[src/rtl/wb_arbiter_rr.sv]
// Wishbone B3 N-to-1 arbiter with round-robin or fixed-priority selection,
// grant lock for the whole cyc, and a watchdog that forces err on hung accesses.
module wb_arbiter_rr #(
  parameter int NUM_MASTERS = 2,
  parameter int AW          = 32,
  parameter int DW          = 32,
  parameter int RR_MODE     = 1,
  parameter int TIMEOUT     = 255
) (
  input  logic                        wb_clk_i,
  input  logic                        wb_rst_i,
  input  logic [NUM_MASTERS*AW-1:0]   wbm_adr_i,
  input  logic [NUM_MASTERS*DW-1:0]   wbm_dat_i,
  input  logic [NUM_MASTERS*DW/8-1:0] wbm_sel_i,
  input  logic [NUM_MASTERS-1:0]      wbm_we_i,
  input  logic [NUM_MASTERS-1:0]      wbm_cyc_i,
  input  logic [NUM_MASTERS-1:0]      wbm_stb_i,
  input  logic [NUM_MASTERS*3-1:0]    wbm_cti_i,
  input  logic [NUM_MASTERS*2-1:0]    wbm_bte_i,
  output logic [NUM_MASTERS*DW-1:0]   wbm_dat_o,
  output logic [NUM_MASTERS-1:0]      wbm_ack_o,
  output logic [NUM_MASTERS-1:0]      wbm_err_o,
  output logic [NUM_MASTERS-1:0]      wbm_rty_o,
  output logic [AW-1:0]               wbs_adr_o,
  output logic [DW-1:0]               wbs_dat_o,
  output logic [DW/8-1:0]             wbs_sel_o,
  output logic                        wbs_we_o,
  output logic                        wbs_cyc_o,
  output logic                        wbs_stb_o,
  output logic [2:0]                  wbs_cti_o,
  output logic [1:0]                  wbs_bte_o,
  input  logic [DW-1:0]               wbs_dat_i,
  input  logic                        wbs_ack_i,
  input  logic                        wbs_err_i,
  input  logic                        wbs_rty_i,
  output logic [NUM_MASTERS-1:0]      grant_o
);

  localparam int IW = (NUM_MASTERS > 1) ? $clog2(NUM_MASTERS) : 1;
  localparam int WW = (TIMEOUT > 0) ? $clog2(TIMEOUT + 1) : 1;
  localparam int SW = DW / 8;

  typedef enum logic {IDLE = 1'b0, BUSY = 1'b1} state_t;

  state_t                 state_q, state_d;
  logic [IW-1:0]          grant_idx_q, grant_idx_d;
  logic [IW-1:0]          last_idx_q, last_idx_d;
  logic [WW-1:0]          wd_cnt_q, wd_cnt_d;

  logic                   grant_vld_s;
  logic [IW-1:0]          sel_idx_s;
  logic [NUM_MASTERS-1:0] sel_oh_s;
  logic                   g_cyc_s, g_stb_s;
  logic                   low_hit_s, rr_hit_s;
  logic [IW-1:0]          low_idx_s, rr_idx_s, arb_idx_s;
  logic                   rearb_s, grant_chg_s, term_s, wd_fire_s;

  assign grant_vld_s = (state_q == BUSY);
  // Idle routes master 0 so the slave-side don't-care outputs stay stable.
  assign sel_idx_s   = grant_vld_s ? grant_idx_q : {IW{1'b0}};
  assign term_s      = wbs_ack_i | wbs_err_i | wbs_rty_i;
  assign wd_fire_s   = (TIMEOUT != 0) && grant_vld_s && (wd_cnt_q == WW'(TIMEOUT));
  assign wbs_cyc_o   = grant_vld_s & g_cyc_s;
  assign wbs_stb_o   = grant_vld_s & g_stb_s & ~wd_fire_s;
  assign wbm_dat_o   = {NUM_MASTERS{wbs_dat_i}};

  always_comb begin
    wbs_adr_o = {AW{1'b0}};
    wbs_dat_o = {DW{1'b0}};
    wbs_sel_o = {SW{1'b0}};
    wbs_cti_o = 3'b000;
    wbs_bte_o = 2'b00;
    wbs_we_o  = 1'b0;
    g_cyc_s   = 1'b0;
    g_stb_s   = 1'b0;
    sel_oh_s  = {NUM_MASTERS{1'b0}};
    for (int i = 0; i < NUM_MASTERS; i++) begin
      sel_oh_s[i] = (sel_idx_s == i[IW-1:0]);
      wbs_adr_o   = wbs_adr_o | ({AW{sel_oh_s[i]}} & wbm_adr_i[i*AW +: AW]);
      wbs_dat_o   = wbs_dat_o | ({DW{sel_oh_s[i]}} & wbm_dat_i[i*DW +: DW]);
      wbs_sel_o   = wbs_sel_o | ({SW{sel_oh_s[i]}} & wbm_sel_i[i*SW +: SW]);
      wbs_cti_o   = wbs_cti_o | ({3{sel_oh_s[i]}} & wbm_cti_i[i*3 +: 3]);
      wbs_bte_o   = wbs_bte_o | ({2{sel_oh_s[i]}} & wbm_bte_i[i*2 +: 2]);
      wbs_we_o    = wbs_we_o | (sel_oh_s[i] & wbm_we_i[i]);
      g_cyc_s     = g_cyc_s | (sel_oh_s[i] & wbm_cyc_i[i]);
      g_stb_s     = g_stb_s | (sel_oh_s[i] & wbm_stb_i[i]);
    end
  end

  // Slave ack wins over a watchdog fire in the same cycle.
  always_comb begin
    grant_o   = {NUM_MASTERS{1'b0}};
    wbm_ack_o = {NUM_MASTERS{1'b0}};
    wbm_err_o = {NUM_MASTERS{1'b0}};
    wbm_rty_o = {NUM_MASTERS{1'b0}};
    for (int i = 0; i < NUM_MASTERS; i++) begin
      grant_o[i]   = grant_vld_s & sel_oh_s[i];
      wbm_ack_o[i] = grant_o[i] & wbs_ack_i;
      wbm_err_o[i] = grant_o[i] & (wbs_err_i | (wd_fire_s & ~wbs_ack_i));
      wbm_rty_o[i] = grant_o[i] & wbs_rty_i;
    end
  end

  // Descending scan: the final hit is the lowest index overall / above last_idx.
  always_comb begin
    low_hit_s = 1'b0;
    rr_hit_s  = 1'b0;
    low_idx_s = {IW{1'b0}};
    rr_idx_s  = {IW{1'b0}};
    for (int i = NUM_MASTERS - 1; i >= 0; i--) begin
      low_hit_s = low_hit_s | wbm_cyc_i[i];
      low_idx_s = wbm_cyc_i[i] ? i[IW-1:0] : low_idx_s;
      rr_hit_s  = rr_hit_s | (wbm_cyc_i[i] && (i > int'(last_idx_q)));
      rr_idx_s  = (wbm_cyc_i[i] && (i > int'(last_idx_q))) ? i[IW-1:0] : rr_idx_s;
    end
    if ((RR_MODE != 0) && rr_hit_s) begin
      arb_idx_s = rr_idx_s;
    end else begin
      arb_idx_s = low_idx_s;
    end
  end

  // Next-state: re-arbitrate when idle or when the owner releases cyc.
  always_comb begin
    state_d     = state_q;
    grant_idx_d = grant_idx_q;
    last_idx_d  = last_idx_q;
    grant_chg_s = 1'b0;
    rearb_s     = 1'b1;
    case (state_q)
      IDLE:    rearb_s = 1'b1;
      BUSY:    rearb_s = ~g_cyc_s;
      default: rearb_s = 1'b1;
    endcase
    if (rearb_s && low_hit_s) begin
      state_d     = BUSY;
      grant_idx_d = arb_idx_s;
      last_idx_d  = (RR_MODE != 0) ? arb_idx_s : last_idx_q;
      grant_chg_s = 1'b1;
    end else if (rearb_s) begin
      state_d = IDLE;
    end else begin
      state_d = state_q;
    end
    if ((TIMEOUT == 0) || !grant_vld_s || grant_chg_s || wd_fire_s || term_s || !g_stb_s) begin
      wd_cnt_d = {WW{1'b0}};
    end else begin
      wd_cnt_d = wd_cnt_q + WW'(1);
    end
  end

  // State registers.
  always_ff @(posedge wb_clk_i or posedge wb_rst_i) begin
    if (wb_rst_i) begin
      state_q     <= IDLE;
      grant_idx_q <= {IW{1'b0}};
      last_idx_q  <= IW'(NUM_MASTERS - 1);
      wd_cnt_q    <= {WW{1'b0}};
    end else begin
      state_q     <= state_d;
      grant_idx_q <= grant_idx_d;
      last_idx_q  <= last_idx_d;
      wd_cnt_q    <= wd_cnt_d;
    end
  end

endmodule
[config.mk]
export PLATFORM = sky130hd
export DESIGN_NAME = wb_arbiter_rr
export DESIGN_NICKNAME = d
export VERILOG_FILES = /design/src/rtl/wb_arbiter_rr.sv
export SDC_FILE = /design/constraint.sdc
export NUM_CORES = 1
export LEC_CHECK = 0
export ABC_AREA = 1
export CORE_AREA = 2 2 131 133
export DETAILED_ROUTE_END_ITERATION = 12
export DIE_AREA = 0 0 133 135
export DONT_BUFFER_PORTS = 1
export GPL_ROUTABILITY_DRIVEN = 1
export MAX_ROUTING_LAYER = met4
export PLACE_DENSITY = 0.36
export SETUP_SLACK_MARGIN = 0.5
export SYNTH_ARGS = -nofsm -noshare
export SYNTH_HDL_FRONTEND = slang
export SYNTH_SLANG_ARGS = --single-unit
[constraint.sdc]
create_clock -name wb_clk_i -period 2.6 [get_ports wb_clk_i]
set_input_delay 0.13 -clock wb_clk_i [delete_from_list [all_inputs] [get_ports wb_clk_i]]
set_output_delay 0.13 -clock wb_clk_i [all_outputs]
set_load 0.005 [all_outputs]
==> impl_metrics.env <==
export IMPL_floorplan_core_area_mm2=0.0164
export IMPL_setup_worst_path_start_class="register"
export IMPL_rows=47
export IMPL_routed_via_count=1954
export IMPL_die_width_um=133
export IMPL_synth_area_leaders="nand2_1 (44%), buf_4 (24%), dfrtp_1 (12%), nor2_1 (3.3%), buf_6 (3.3%)"
export IMPL_synth_compound_area_share_pct=0.723
export IMPL_synth_largest_area_cell="nand2_1"
export IMPL_postSynthNetCount=579
export IMPL_drv_cap=0
export IMPL_syn2layout_area_growth_pct=-9.22
export IMPL_syn_instance_count=389
export IMPL_yosys_area_share_simple_pct=51.5
export IMPL_syn_cell_area_mm2=0.00208
export IMPL_final_hold_violation_count=0
export IMPL_sum_neg_setup_slack_ps=0
export IMPL_synth_fa_ha_area_share_pct=0.602
export IMPL_wl_per_cell_um=14.4
export IMPL_path_cells="nand2_4 -> buf_4 -> nand2_1 -> nand2_1 -> buf_4"
export IMPL_most_common_layout_cells="nand2_1 (242), nor2_1 (18), inv_1 (14), dfrtp_1 (10), nand3_1 (8)"
export IMPL_finalCritPeriodShare_pct=72.1
export IMPL_starting_density_pct=12.7
export IMPL_flops_latches_synth=11
export IMPL_floorplan_die_height_um=135
export IMPL_antenna_violations_before_repair=2
export IMPL_final_nets=508
export IMPL_setup_crit_end_kind="output pin"
export IMPL_detailedRoute_firstPassIterationCount=4
export IMPL_critical_path_slowest_cell="buf_4"
export IMPL_netlist_area_leader_share_pct=43.7
export IMPL_grt_util_all_layers_pct=7.59
export IMPL_cts_num_sinks=11
export IMPL_global_route_wire_length_before_repair_um=9830
export IMPL_max_freq_mhz=534
export IMPL_tritoncts_clock_tree="done"
export IMPL_rsz0062_at_grt="no"
export IMPL_critPathArrivalTime_ps=1740
export IMPL_postCtsSetupRepairBufs=0
export IMPL_fin_cells=539
export IMPL_routabilityCongestion=0.750
export IMPL_antenna_left=0
export IMPL_ys_seq_area_share_pct=13.3
export IMPL_drc=0
export IMPL_layout_cells_most_common="nand2_1"
export IMPL_cts_inserted_buffers=3
export IMPL_grt_pass1_vias=1631
export IMPL_p_leak_nw=1.02
export IMPL_finalMaxSlewViolations=0
export IMPL_clk_path_buf_depth=2
export IMPL_final_clock_skew_ps=0.533
export IMPL_crit_required_ps=2470
export IMPL_critical_path_max_fanout=77
export IMPL_grt_max_degree=78
export IMPL_period_minus_slack_ps=1870
export IMPL_worst_pin_slew_ps=760
export IMPL_vias_per_cell=3.63
export IMPL_critical_path_class="register to output pin"
export IMPL_clock_network_latency_to_the_later_pin_of_the_worst_skew_pair_ps=240
export IMPL_drive_gt1_share_pct=3.79
export IMPL_synth_xor_xnor_area_share_pct=2.11
export IMPL_grt_overflow_total=0
export IMPL_vdd_ir_drop_max_mv=0.226
export IMPL_synth_avg_cell_area_um2=5.34
export IMPL_power_density_mw_per_mm2=667
export IMPL_design_power_total_mw=1.26
export IMPL_routed_wl_um=7790
export IMPL_ios=337
export IMPL_path_category_of_the_worst_min_delay_check="input pin to register"
export IMPL_timing_hold_ws_ps=34.9
export IMPL_synth_top_family_by_area="simple AND/OR/NAND/NOR gates"
export IMPL_setup_viol=0
export IMPL_detailedRoute_firstIterationViolations=112
export IMPL_post_dp_hpwl_um=6560
export IMPL_design_die_area_mm2=0.0180
export IMPL_post_place_cells=532
export IMPL_share_of_the_core_filled_with_cells_pct=11.5
export IMPL_outcome="finished, final reports clean"
export IMPL_synth_cell_type_count=20
export IMPL_cts_htree_levels=1
export IMPL_worst_path_largest_cell_delay_ps=590
export IMPL_ys_warn_count=0
export IMPL_timing_slew_headroom_pct=49.4
export IMPL_clkTransAtPathRegs_ps=40
export IMPL_cts_root_buf="clkbuf_16"
export IMPL_port_buffers=0
export IMPL_synthMuxAreaShare_pct=0
-- worst paths after layout --
kind | startpoint | endpoint | slack, ps | cells after the start
worst min-delay path | wbm_cyc_i[0] | grant_vld_s$_DFFE_PP0P_ | 30 | 2
worst min register to register | last_idx_q$_DFFE_PP1P_ | last_idx_q$_DFFE_PP1P_ | 460 | 2
worst max register to register | wd_cnt_q[0]$_DFF_PP0_ | wd_cnt_q[4]$_DFF_PP0_ | 1250 | 6
worst max-delay path | grant_vld_s$_DFFE_PP0P_ | wbs_dat_o[23] | 730 | 5
max in group asynchronous | wb_rst_i | last_idx_q$_DFFE_PP1P_ | 1910 | 2
min in group asynchronous | wb_rst_i | wd_cnt_q[2]$_DFF_PP0_ | 340 | 2
-- final cells by class --
| class | count | area (um2) |
|---|---|---|
| tap | 220 | 275 |
| clock buffer | 4 | 78.8 |
| antenna | 2 | 5.00 |
| sequential | 11 | 277 |
| timing repair buffer | 5 | 52.6 |
| fill | 1958 | 14500 |
| inverter | 15 | 56.3 |
| multi-input combinational | 282 | 1140 |
-- synth_stat cells --
master and n:
a21oi_1 3, buf_2 5, buf_4 66, buf_6 6
clkbuf_1 4, dfrtp_1 10, dfstp_2 1, ha_1 1
inv_1 14, inv_2 1, nand2_1 242, nand2_4 1
nand3_1 8, nand3_2 1, nand4_1 1, nand4_4 1
nor2_1 18, nor3_1 1, xnor2_1 1, xor2_1 4
-- per-layer routing --
| layer | track usage, % | wire (um) | up-vias |
|---|---|---|---|
| met5 | - | 0 | - |
| met4 | 2.99 | 178 | 0 |
| met3 | 2.70 | 880 | 33 |
| met2 | 11.7 | 3530 | 136 |
| met1 | 9.04 | 3200 | 836 |
| li1 | - | - | 949 |
-- worst max-delay path, delay by kind of cell, from the launching register on --
family	cells	cell delay, ps
and+or+nand+nor	3	320
DFF	1	470
buffers and inverters	2	700
-- cell families (layout without fill, tap and decap cells) --
| group | after synthesis | in the layout |
|---|---|---|
| other | 0 | 2 |
| adder cells (fa/ha/maj) | 1 | 1 |
| flip-flops | 11 | 11 |
| AO/OA/AOI/OAI | 3 | 3 |
| buffers and inverters | 96 | 24 |
| XOR/XNOR | 5 | 5 |
| AND/OR/NAND/NOR | 273 | 273 |
-- metrics by stage --
stage / cell area [um2] / worst slack, ps
2_1_floorplan: 2080 / 1450
6_report: 1890 / 726
4_1_cts: 1880 / 702
3_3_place_gp: 1790 / 953
5_1_grt: 1890 / 563
3_5_place_dp: 1790 / 964
-- repair_timing --
| item | CTS | global route |
|---|---|---|
| hold buffers | 1 | 0 |
| gates resized for setup | 0 | 0 |
| endpoints found under the setup margin | 0 | 0 |
| endpoints found under the hold margin | 10 | 0 |
-- power breakdown --
group          internal, mW  total (mW)  switching (mW)  leakage [nW]
clock network         0.206       0.280          0.0746        0.0382
logic                 0.199       0.772           0.574         0.839
registers             0.189       0.204          0.0154         0.145
total                 0.593        1.26           0.664          1.02
-- registers in the layout, indices dropped and copies added, names as in the netlist --
signal	cells
wd_cnt_q	8
grant_idx_q	1
last_idx_q	1
grant_vld_s	1
(Power assumes the default switching activity.)
